**config.mk**
```make
export PLATFORM = sky130hd
export DESIGN_NAME = uart_rx_module
export DESIGN_NICKNAME = d
export VERILOG_FILES = /design/src/rtl/uart_rx_module.sv
export SDC_FILE = /design/constraint.sdc
export NUM_CORES = 1
export LEC_CHECK = 0
export CAP_MARGIN = 20
export CORE_MARGIN = 8
export CORE_UTILIZATION = 54
export DETAILED_ROUTE_END_ITERATION = 6
export PLACE_DENSITY = 0.75
export SYNTH_ARGS = -nofsm -noshare
export SYNTH_HDL_FRONTEND = slang
export SYNTH_SLANG_ARGS = --single-unit
```
**constraint.sdc**
```tcl
create_clock -name i_clk -period 2.15 [get_ports i_clk]
set_input_delay 0.645 -clock i_clk [delete_from_list [all_inputs] [get_ports i_clk]]
set_output_delay 0.645 -clock i_clk [all_outputs]
set_load 0.02 [all_outputs]
```
**src/rtl/uart_rx_module.sv**
```systemverilog
// UART receiver, 16x oversampled: synchronises i_rx, finds the start bit, samples
// NB_DATA data bits LSB first, then reports a good word or a framing error.
module uart_rx_module #(
  parameter int NB_DATA = 8,
  parameter int SB_TICK = 16
) (
  input  logic               i_clk,
  input  logic               i_reset,
  input  logic               i_tick,
  input  logic               i_rx,
  output logic [NB_DATA-1:0] o_data,
  output logic               o_rx_done,
  output logic               o_frame_err,
  output logic [1:0]         o_dbg_state
);

  localparam int NB_W = (NB_DATA > 1) ? $clog2(NB_DATA) : 1;
  localparam logic [4:0]      S_MID      = 5'd7;
  localparam logic [4:0]      S_BIT_LAST = 5'd15;
  localparam logic [4:0]      S_STOP_END = 5'(SB_TICK - 1);
  localparam logic [NB_W-1:0] N_LAST     = NB_W'(NB_DATA - 1);

  // Encoding is visible on o_dbg_state: 0 idle, 1 start, 2 data, 3 stop.
  typedef enum logic [1:0] {
    ST_IDLE  = 2'd0,
    ST_START = 2'd1,
    ST_DATA  = 2'd2,
    ST_STOP  = 2'd3
  } state_t;

  state_t             state, state_next;
  logic               rx_meta, rx_s;
  logic [4:0]         s, s_next;
  logic [NB_W-1:0]    n, n_next;
  logic [NB_DATA-1:0] b, b_next;
  logic               stop_flag, stop_next;
  logic [NB_DATA-1:0] data_next;
  logic               done_next, err_next;

  always_ff @(posedge i_clk) begin
    if (i_reset) begin
      rx_meta     <= 1'b1;
      rx_s        <= 1'b1;
      state       <= ST_IDLE;
      s           <= '0;
      n           <= '0;
      b           <= '0;
      stop_flag   <= 1'b0;
      o_data      <= '0;
      o_rx_done   <= 1'b0;
      o_frame_err <= 1'b0;
    end else begin
      rx_meta     <= i_rx;
      rx_s        <= rx_meta;
      state       <= state_next;
      s           <= s_next;
      n           <= n_next;
      b           <= b_next;
      stop_flag   <= stop_next;
      o_data      <= data_next;
      o_rx_done   <= done_next;
      o_frame_err <= err_next;
    end
  end

  always_comb begin
    state_next = state;
    s_next     = s;
    n_next     = n;
    b_next     = b;
    stop_next  = stop_flag;
    data_next  = o_data;
    done_next  = 1'b0;
    err_next   = 1'b0;
    case (state)
      // Start detection is not tick-aligned, so it reacts on any clock.
      ST_IDLE: begin
        if (!rx_s) begin
          state_next = ST_START;
          s_next     = '0;
        end
      end
      ST_START: begin
        if (i_tick) begin
          if (s == S_MID) begin
            if (!rx_s) begin
              state_next = ST_DATA;
              s_next     = '0;
              n_next     = '0;
            end else begin
              state_next = ST_IDLE;
            end
          end else begin
            s_next = s + 5'd1;
          end
        end
      end
      ST_DATA: begin
        if (i_tick) begin
          if (s == S_BIT_LAST) begin
            s_next = '0;
            b_next = {rx_s, b[NB_DATA-1:1]};
            if (n == N_LAST) state_next = ST_STOP;
            else             n_next     = n + 1'b1;
          end else begin
            s_next = s + 5'd1;
          end
        end
      end
      ST_STOP: begin
        if (i_tick) begin
          if (s == S_MID) stop_next = rx_s;
          if (s == S_STOP_END) begin
            state_next = ST_IDLE;
            if (stop_flag) begin
              data_next = b;
              done_next = 1'b1;
            end else begin
              err_next = 1'b1;
            end
          end else begin
            s_next = s + 5'd1;
          end
        end
      end
      default: state_next = ST_IDLE;
    endcase
  end

  assign o_dbg_state = state;

endmodule
```
**Word-level counts from Yosys, hierarchy flattened**

Cells that the tools add are included.

- $add $sub $neg: 2
- Eq/ne operators: 17
- Mux-type cells: 27
- Bitwise operators: 3
- Reductions and logical operators: 9

Operator list:

| cell | count |
|---|---|
| $mux 5 | 7 |
| $ne 2x2->1 const B | 11 |
| $pmux 5 s4 | 1 |
| $mux 2 | 9 |
| $mux 3 | 6 |
| $pmux 2 s4 | 1 |
| $reduce_and 4->1 | 2 |
| $reduce_and 8->1 | 1 |
| $reduce_and 7->1 | 1 |
| $pmux 3 s2 | 1 |
| $reduce_and 3->1 | 2 |
| $add 5x1->5 const B | 1 |
| $eq 5x3->1 const B | 1 |
| $eq 5x4->1 const B | 1 |
| $eq 2x2->1 const B | 2 |
| $reduce_or 4->1 | 1 |
| $add 3x1->3 const B | 1 |
| $eq 3x3->1 const B | 1 |
| $not 1->1 | 3 |
| $eq 2x1->1 const B | 1 |
| $logic_not 2->1 | 1 |
| $mux 1 | 2 |
| $reduce_bool 2->1 | 1 |

- Bits in registers: 31
- Input port bits: 4
- Output and inout bits: 12

**Longest topological paths before layout**

- Depth in word-level cells: 5
- Mapped depth: 8
- Mapped depth without buffers: 7

**Worst setup path after synthesis**

Ideal clock, no wire load.

- Kind: reg-to-reg
- Start point: register s[0]
- End point: register s[3]
- Library setup time: 0.092 ns
- Arrival: 1.822 ns
- Data required time: 2.058 ns
- Path slack: 0.235 ns
- Stages on the path, launching flop included: 9
- Cells stage by stage: dfxtp_1 -> ha_1 -> and3_1 -> ha_1 -> clkbuf_2 -> nand3_1 -> nand2_2 -> or4_1 -> o32ai_1

- Word-level cells in the longest chain between the ends: 4
- Elaborated cells on any way between the ends: 12
- Classes of those cells: 1 x add/sub; 3 x eq/ne; 7 x mux; 1 x reduce/logical

RTL lines:

| element | RTL line | source |
|---|---|---|
| start: declaration | 33 | `logic [4:0] s, s_next;` |
| start signal: assignment | 56 | `s <= s_next;` |
| $add 5x1->5 (tied with other cells) | 94, 106, 122 |  |
| $mux 5, on equally long branches | 113, 100, 85 |  |
| $mux 5, on equally long branches | 111, 84, 99 |  |
| $pmux 5 s4 | 75 | `case (state)` |

Parallel ways exist; a longest one is shown, timed or not. The select of a mux whose other input is x is not followed.
A chain may end at the register's enable or synchronous reset.

**Final worst setup path**

- Start point: register s[0]
- End point: register o_data[6]

- Word-level cells in the longest chain between the ends: 2

RTL lines:

| element | RTL line | source |
|---|---|---|
| $eq 5x4->1 | 113 | `if (s == S_STOP_END) begin` |
| $reduce_and 4->1 (no line) | n/a |  |
| end signal: assignment | 60 | `o_data <= data_next;` |
| end: declaration | 11 | `output logic [NB_DATA-1:0] o_data,` |

Every way passes these cells.

==> impl_metrics.env <==
export IMPL_fin_skew_ns=0.00990
export IMPL_dieArea_sq_um=4560
export IMPL_clkTransAtPathRegs_ns=0.10
export IMPL_route_detailed_vias_per_inst=5.69
export IMPL_grt_pass1_wl_mm=5.05
export IMPL_antennaDiodeCount=0
export IMPL_slowest_stage="dfxtp_1"
export IMPL_synth_cells=150
export IMPL_critical_path_arrival_ns=2.18
export IMPL_ys_seq_elements=31
export IMPL_synth_flop_cell="dfxtp_1"
export IMPL_drt_drc_violations_left=0
export IMPL_hold_viol=0
export IMPL_worst_r2r_cell_count=7
export IMPL_ys_seq_area_frac=0.433
export IMPL_synth_warning_count=0
export IMPL_cts_hold_buffers=0
export IMPL_antenna_found_initial=0
export IMPL_cts_max_path_buffers=2
export IMPL_setup_worst_path_start="s[0]"
export IMPL_tritoncts_clock_tree="built"
export IMPL_floorplan_die_width_microns=67.5
export IMPL_synthArstFlopShare=0
export IMPL_criticalPathCategory="reg -> reg"
export IMPL_power_per_cell_area_nw_per_um2=560
export IMPL_grt_setup_unrepaired="false"
export IMPL_worstPathMaxFanout=8
export IMPL_timing_fmax_mhz=507
export IMPL_tightestPinTransition_ns=0.341
export IMPL_worst_ep_required_time_ns=2.36
export IMPL_placed_cells=196
export IMPL_timing_rr_start="s[0]"
export IMPL_cts_repair_timing_setup_buffer_count=0
export IMPL_synth_net_count=159
export IMPL_floorplan_initialDensity=0.574
export IMPL_weighted_congestion_at_the_end_of_routability_driven_global_placement=0.864
export IMPL_drt_pre_antenna_iters=4
export IMPL_timing_final_crit_share=0.917
export IMPL_grt_overflow_total=0
export IMPL_design_portCount=16
export IMPL_vdd_ir_drop_max_mv=0.447
export IMPL_worst_slew_slack_as_a_fraction_of_its_limit=0.773
export IMPL_insertion_delay_ns=0.32
export IMPL_postSynthAreaPerCell_sq_um=9.56
export IMPL_tritoncts_num_buffers=5
export IMPL_maxSlewViolCount=0
export IMPL_worst_hold_path_num_cells=1
export IMPL_critical_path_endpoint_type="flip-flop"
export IMPL_static_leakage_power_nw=0.704
export IMPL_fp_coreArea_sq_um=2500
export IMPL_number_of_nets_at_the_end_of_the_flow=182
export IMPL_drt_first_iter_violations=54
export IMPL_post_route_worst_setup_slack_ns=0.179
export IMPL_status="completed"
export IMPL_dp_final_hpwl_mm=2.15
export IMPL_grt_use_total=0.141
export IMPL_detail_route_antenna_nets=0
export IMPL_netlist_area_sq_um=1430
export IMPL_setup_viol=0
export IMPL_final_non_filler_cell_area_sq_um=1700
export IMPL_post_cts_resize_count=1
export IMPL_detailedPlace_worstSlack_ns=-0.0517
export IMPL_placedInstanceArea_sq_um=1640
export IMPL_synth_enable_flop_cells=0
export IMPL_hold_path_startpoint="rx_meta"
export IMPL_die_h_microns=67.5
export IMPL_drt_wl_total_mm=2.92
export IMPL_cts_root_buf="clkbuf_4"
export IMPL_routed_wire_length_per_instance_microns=14.3
export IMPL_placement_io_buffers=15
export IMPL_min_delay_path_class="reg -> reg"
export IMPL_final_standard_cell_count_with_taps_included_and_fillers_excluded=204
export IMPL_netlist_cell_type_count=42
export IMPL_maximum_number_of_pins_on_one_net_before_global_route_repair=19
export IMPL_syn2layout_area_growth_pct=18.6
export IMPL_drive_above_1_share=0.155
export IMPL_row_count=18
export IMPL_max_cap_violations=0
export IMPL_cts_sinks=31
export IMPL_cp_slowest_stage_delay_ns=0.37
export IMPL_grt_pass1_vias=1149
export IMPL_critical_path_cell_chain="ha_1, and3_1, ha_2, and2_1, nand4_4, mux2i_1, nor2_1"
export IMPL_finish_utilization=0.680
export IMPL_cp_start_kind="flip-flop"
export IMPL_min_period_ns=1.97
export IMPL_routed_via_count=1160
export IMPL_num_fill_cells=208
export IMPL_clock_tree_htree_level_count=2
==> per-layer routing <==
layer / share of wire / track usage
met4: 0.0072 / 0.0574
met2: 0.49 / 0.233
met5: 0 / 0
met1: 0.46 / 0.166
met3: 0.046 / 0.0447
==> power by group <==
group          internal (mW)  leakage [nW]  switching [mW]
Combinational         0.0254         0.424          0.0305
Sequential             0.577         0.250         0.00252
Clock                  0.127        0.0293           0.189
==> path summary, 6_finish.rpt <==
kind | endpoint | slack, ns
min | rx_s | 0.42
max reg2reg | o_data[6] | 0.18
min reg2reg | rx_s | 0.42
max | o_data[6] | 0.18
==> stage by stage <==
step	setup TNS (ns)	power, mW	hold slack [ns]
2_1_floorplan	0	0.627	0.389
3_3_place_gp	0	0.646	0.393
3_5_place_dp	-0.0588	0.648	0.402
4_1_cts	0	0.963	0.424
5_1_grt	0	0.985	0.428
6_report	0	0.951	0.417
==> synthesized netlist by cell type (2+ instances only) <==
cell       n  area [sq um]
a21oi_1   12          60.1
a311oi_1   2          17.5
a41o_1     2          20.0
and3_1     3          18.8
buf_6      2          22.5
clkbuf_1   4          15.0
dfxtp_1   31           621
ha_1       5          62.6
inv_1      6          22.5
mux2i_1   10           100
nand2_1   19          71.3
nand3_1    5          25.0
nor2_1    12          45.0
nor2b_1    3          18.8
nor3_1     3          15.0
nor3b_1    2          15.0
o21ai_0    2          10.0
o32ai_1    2          17.5
or2_2      2          12.5
==> layout by cell type (no fill, tap or decap), types with 2 or more instances in the layout <==
cell,synthesis,layout
or2_2,2,2
a41o_1,2,2
nor3_1,3,3
a21oi_1,12,12
o32ai_1,2,2
nand3_1,5,5
a311oi_1,2,2
nor2b_1,3,3
nor3b_1,2,2
mux2i_1,10,10
inv_1,6,6
clkbuf_4,0,5
nor2_1,12,12
clkbuf_1,4,2
buf_4,1,9
clkdlybuf4s50_1,0,15
and3_1,3,3
ha_1,5,4
nand2_1,19,19
o21ai_0,2,2
dfxtp_1,31,31
==> worst max-delay path, delay by kind of cell, from the launching register on <==
family        cells  cell delay [ns]
flops             1             0.37
mux               1             0.22
fa+ha+maj         2             0.54
simple gates      4             0.72
==> state kept, by name (all words and copies together) (netlist names), named ones only <==
register and count:
o_rx_done 1, b 8, s 5, o_data 8
stop_flag 1, n 3, o_dbg_state 1, o_frame_err 1
rx_s 1, rx_meta 1
==> area by class of cell <==
type	count	area [sq um]	share of cell area
sequential	31	621	0.365
clock inverter	1	5.00	0.00294
multi-input combinational	105	752	0.442
timing repair buffer	24	218	0.128
clock buffer	7	45.0	0.0265
inverter	6	22.5	0.0132
tap	30	37.5	0.0221
==> kinds of logic after synthesis <==
kind of cell / count (synthesis) / share of synthesized area
simple gates: 61 / 0.241
fa+ha+maj: 5 / 0.0436
compound gates: 28 / 0.154
buf+inv: 14 / 0.0506
mux: 11 / 0.0777
flops: 31 / 0.433
(Power assumes the default switching activity.)
